$ cat config.mk
export PLATFORM = sky130hd
export DESIGN_NAME = ram_4x4_seq
export DESIGN_NICKNAME = d
export VERILOG_FILES = /design/src/rtl/ram_4x4_seq.sv
export SDC_FILE = /design/constraint.sdc
export NUM_CORES = 1
export LEC_CHECK = 0
export ABC_AREA = 1
export BUFFER_PORTS_ARGS = -buffer_cell sky130_fd_sc_hd__buf_2
export CORE_UTILIZATION = 42
export CTS_BUF_LIST = sky130_fd_sc_hd__clkbuf_8 sky130_fd_sc_hd__clkbuf_16
export CTS_CLUSTER_DIAMETER = 100
export DETAILED_ROUTE_END_ITERATION = 6
export PLACE_DENSITY = 0.76
export SLEW_MARGIN = 10
export SYNTH_ARGS = -nofsm -noshare
export SYNTH_HDL_FRONTEND = slang
export SYNTH_SLANG_ARGS = --single-unit
$ cat constraint.sdc
create_clock -name CLK -period 0.8 [get_ports CLK]
set_input_delay 0.12 -clock CLK [delete_from_list [all_inputs] [get_ports CLK]]
set_output_delay 0.12 -clock CLK [all_outputs]
set_load 0.005 [all_outputs]
$ cat src/rtl/ram_4x4_seq.sv
// ram_4x4_seq: valid/ready request sequencer that registers the ram_4x4 pins and returns read data.
// Macro RAM_SEQ_CLEAR_EN adds a post-reset sweep that zeroes every word before traffic is accepted.
module ram_4x4_seq #(
  parameter int AW = 4,
  parameter int DW = 4
) (
  input  logic          CLK,
  input  logic          RST,
  input  logic          REQ_VALID,
  output logic          REQ_READY,
  input  logic          REQ_WR,
  input  logic [AW-1:0] REQ_ADDR,
  input  logic [DW-1:0] REQ_DATA,
  output logic          RSP_VALID,
  output logic [DW-1:0] RSP_DATA,
  output logic          RAM_EN,
  output logic          RAM_WR,
  output logic [AW-1:0] RAM_A,
  output logic [DW-1:0] RAM_D,
  input  logic [DW-1:0] RAM_Q,
  output logic          BUSY
);
  logic          clr;
  logic [AW-1:0] clr_a;
  logic          acc;
  logic          en_q, en_d, wr_q, wr_d, rsp_vld_q, rsp_vld_d;
  logic [AW-1:0] a_q, a_d;
  logic [DW-1:0] d_q, d_d, rsp_q, rsp_d;
  logic [1:0]    pipe_q, pipe_d;
`ifdef RAM_SEQ_CLEAR_EN
  typedef enum logic {CLEAR, IDLE} state_e;
  state_e        state_q, state_d;
  logic [AW-1:0] cnt_q, cnt_d;
  always_ff @(posedge CLK or posedge RST)
    if (RST) begin
      state_q <= CLEAR;
      cnt_q   <= '0;
    end else begin
      state_q <= state_d;
      cnt_q   <= cnt_d;
    end
  // counter saturates on the last address; leaving CLEAR happens on that same edge
  always_comb begin
    state_d = (state_q == CLEAR && cnt_q == '1) ? IDLE : state_q;
    cnt_d   = (state_q == CLEAR && cnt_q != '1) ? cnt_q + AW'(1) : cnt_q;
  end
  assign clr   = state_q == CLEAR;
  assign clr_a = cnt_q;
`else
  assign clr   = 1'b0;
  assign clr_a = '0;
`endif
  assign REQ_READY = ~clr;
  assign BUSY      = clr;
  assign acc       = REQ_VALID & REQ_READY;
  // reads flow through a 2-stage valid pipe so RAM_Q is captured after the RAM has sampled
  always_comb begin
    en_d      = clr | acc;
    wr_d      = clr | (acc & REQ_WR);
    a_d       = clr ? clr_a : acc ? REQ_ADDR : a_q;
    d_d       = clr ? '0 : (acc & REQ_WR) ? REQ_DATA : d_q;
    pipe_d    = {pipe_q[0], acc & ~REQ_WR};
    rsp_vld_d = pipe_q[1];
    rsp_d     = pipe_q[1] ? RAM_Q : rsp_q;
  end
  always_ff @(posedge CLK or posedge RST)
    if (RST) begin
      en_q      <= 1'b0;
      wr_q      <= 1'b0;
      a_q       <= '0;
      d_q       <= '0;
      pipe_q    <= '0;
      rsp_vld_q <= 1'b0;
      rsp_q     <= '0;
    end else begin
      en_q      <= en_d;
      wr_q      <= wr_d;
      a_q       <= a_d;
      d_q       <= d_d;
      pipe_q    <= pipe_d;
      rsp_vld_q <= rsp_vld_d;
      rsp_q     <= rsp_d;
    end
  assign RAM_EN    = en_q;
  assign RAM_WR    = wr_q;
  assign RAM_A     = a_q;
  assign RAM_D     = d_q;
  assign RSP_VALID = rsp_vld_q;
  assign RSP_DATA  = rsp_q;
endmodule
==> impl_metrics.py <==
metrics = {
    "drt": {
        "vias_per_cell": 4.265,
        "drc": 0,
        "dr.pass1.iters": 3,
        "wl_per_cell_um": 9.632,
        "drtIter0Drc": 12,
        "antenna_left": 0,
        "finalWirelength_um": 1127,
        "route.vias.total": 499,
    },
    "synth": {
        "ys_seq_area_frac": 0.6800,
        "synthArstFlopShare": 1.000,
        "syn_inst": 63,
        "ys_ff_latch": 17,
        "synth.most_common_cell": "nand2_1",
        "synth_edf_count": 0,
        "yosys-top-cells-count": "24 x nand2_1, 17 x dfrtp_1, 6 x inv_1",
        "yosys-top-cells-area": "dfrtp_1 68%, nand2_1 14%, inv_1 3.6%",
        "synth_top_cell_area_share": 0.6800,
        "yosysWarnings": 0,
        "synth_cell_types": 11,
        "syn_area_per_cell_sq_um": 9.930,
        "yosys.area.top_type": "dfrtp_1",
        "synth_ff_type": "dfrtp_1",
        "syn_nets": 79,
        "synth_area_sq_um": 625.6,
    },
    "sta": {
        "hold_viol_final": 0,
        "setup_violations": 16,
        "fin_crit_sh": 1.108,
        "fmax_mhz": 1128,
        "slew_violations": 0,
        "min_period_ns": 0.8864,
        "timing.final.ws_setup_ns": -0.08637,
        "finalSetupTns_ns": -0.9095,
        "rsz0062_at_grt": "yes",
        "skew_ns": 0.001738,
    },
    "global_routing": {
        "grt_first_pass_wirelength_um": 1614,
        "grt_use_total": 0.1531,
        "grt-ovfl-total": 0,
        "grt_pass1_vias": 414,
        "grt_antenna_before_repair": 0,
        "grt_max_degree": 18,
    },
    "pwr": {
        "leakagePower_nw": 0.5237,
        "ir_drop_uv": 1337,
        "report.power.total_mw": 1.869,
        "powerDensity_mw_per_mm2": 2130,
    },
    "critical_path": {
        "cp.required_ns": 0.68,
        "r2r_cells": 4,
        "r2r_start": "RAM_D[3]$_DFFE_PP0P_",
        "crit_path_start_kind": "flip-flop",
        "rrSetupSlack_ns": -0.03,
        "path_delay_family": "flip-flops",
        "cp_cell_sequence": "buf_2",
        "crit_type": "flip-flop to output pin",
        "crit_start": "RAM_A[2]$_DFFE_PP0P_",
        "worstReg2RegEnd": "RAM_D[3]$_DFFE_PP0P_",
        "cp-end-kind": "output pin",
        "critical_path.max_fanout": 2,
        "critical_path.slowest_cell": "dfrtp_1",
        "crit_path_max_incr_delay_ns": 0.39,
        "cp_data_arrival_time_ns": 0.77,
        "critPathBufInv": 1,
    },
    "clock_network": {
        "cts_tree": "built",
        "root_buffer": "clkbuf_8",
        "cts_num_sinks": 17,
        "htree_levels": 1,
        "clkTransAtPathRegs_ns": 0.06,
        "cts_inserted_buffers": 3,
        "clock_latency_ns": 0.24,
        "clockBufferDepth": 2,
    },
    "final_layout": {
        "fillCellCount": 123,
        "multi_input_area_sq_um": 147.6,
        "regArea_sq_um": 426.7,
        "fin_area_sq_um": 877.1,
        "drive_gt1_frac": 0.4216,
        "fin_nets": 119,
        "antenna-diode-count": 0,
        "areaGrowthSynthToFinish_pct": 40.20,
    },
    "placement": {
        "dpl_cell_area_sq_um": 775.7,
        "io_buffers": 30,
        "gp_congestion": 0.6749,
    },
    "floorplanning": {
        "die-area_sq_mm": 0.001648,
        "core.rowCount": 13,
        "ioPinCount": 33,
        "die_h_um": 40.60,
        "start_util": 0.4634,
        "fp.coreArea_sq_mm": 0.001350,
        "die_x_um": 40.60,
    },
    "hold_path": {
        "whs_endpoint": "RAM_A[0]$_DFFE_PP0P_",
        "min_from": "REQ_ADDR[0]",
        "hold_path_class": "input port to flip-flop",
        "min_path_cells": 3,
    },
    "run": {
        "timing.max_cap.violations": 0,
    },
    "run_status": {
        "run_status": "finished with violations",
        "failed_checks": "setup timing",
    },
}
[state kept, by name, summed over array words and instances, names as in the netlist]
name	count
RSP_DATA	4
RAM_WR	1
RAM_D	4
RAM_A	4
RSP_VALID	1
RAM_EN	1
pipe_q	2
[layout make-up]
cell class,count,share of cell area
Tap cell,15,0.02140
Sequential cell,17,0.4864
Clock inverter,1,0.004280
Clock buffer,3,0.04708
Inverter,7,0.02996
Multi-Input combinational cell,36,0.1683
Timing Repair Buffer,38,0.2425
[per-layer routing]
layer,wire length [um],global-route usage,share of wire
met3,117,0.04444,0.10
met2,484,0.2579,0.43
met4,0,0.05000,0
met5,0,0,0
met1,524,0.1853,0.46
[cells by family (layout without fill, tap and decap cells)]
kind of cell	after synthesis	in the layout	synth area share
compound gates	4	4	0.03200
buf+inv	10	49	0.08398
flops	17	17	0.6800
other cells	2	2	0.01200
simple gates	30	30	0.1920
[cell usage in the layout (no fill, tap or decap), drive strengths merged]
master,Yosys,layout
conb,2,2
inv,7,8
dlygate4sd3,0,1
dfrtp,17,17
nand3,4,4
buf,3,37
o21ai,4,4
nand2,25,25
clkbuf,0,3
nor2,1,1
[worst max path at each step]
stage                     cells after the start  slack [ns]                 endpoint
after floorplan                               2        0.12  RSP_DATA[0]$_DFFE_PP0P_
after global routing                          1       -0.12              RSP_DATA[1]
after global placement                        2         0.1  RSP_DATA[0]$_DFFE_PP0P_
after detailed placement                      1        0.06  RSP_DATA[1]$_DFFE_PP0P_
final                                         1       -0.09                 RAM_A[2]
after CTS                                     1       -0.08                 RAM_A[2]
[timing repair]
item,4_1_cts,5_1_grt
resized for setup,0,1
endpoints found under the setup margin,15,16
buffers inserted,4,2
endpoints found under the hold margin,17,0
hold buffers,1,0
pin swaps,0,0
[stage by stage]
stage / cells / hold WS, ns / util / setup slack [ns]
floorplan: 63 / 0.04607 / - / 0.1208
global placement: 106 / 0.1332 / 0.5746 / 0.09729
detailed placement: 106 / 0.1392 / 0.5746 / 0.06153
CTS: 115 / 0.06727 / 0.6376 / -0.08492
global route: 117 / 0.08061 / 0.6497 / -0.1204
finish: 117 / 0.07027 / 0.6497 / -0.08637
[power by group]
part	total (mW)	leakage, nW	switching [mW]	internal, mW
registers	0.982	0.209	0.0393	0.942
clock network	0.599	0.0269	0.260	0.339
logic	0.288	0.288	0.130	0.158
total	1.87	0.524	0.429	1.44
Note: power is estimated with default switching activity, not from simulation.
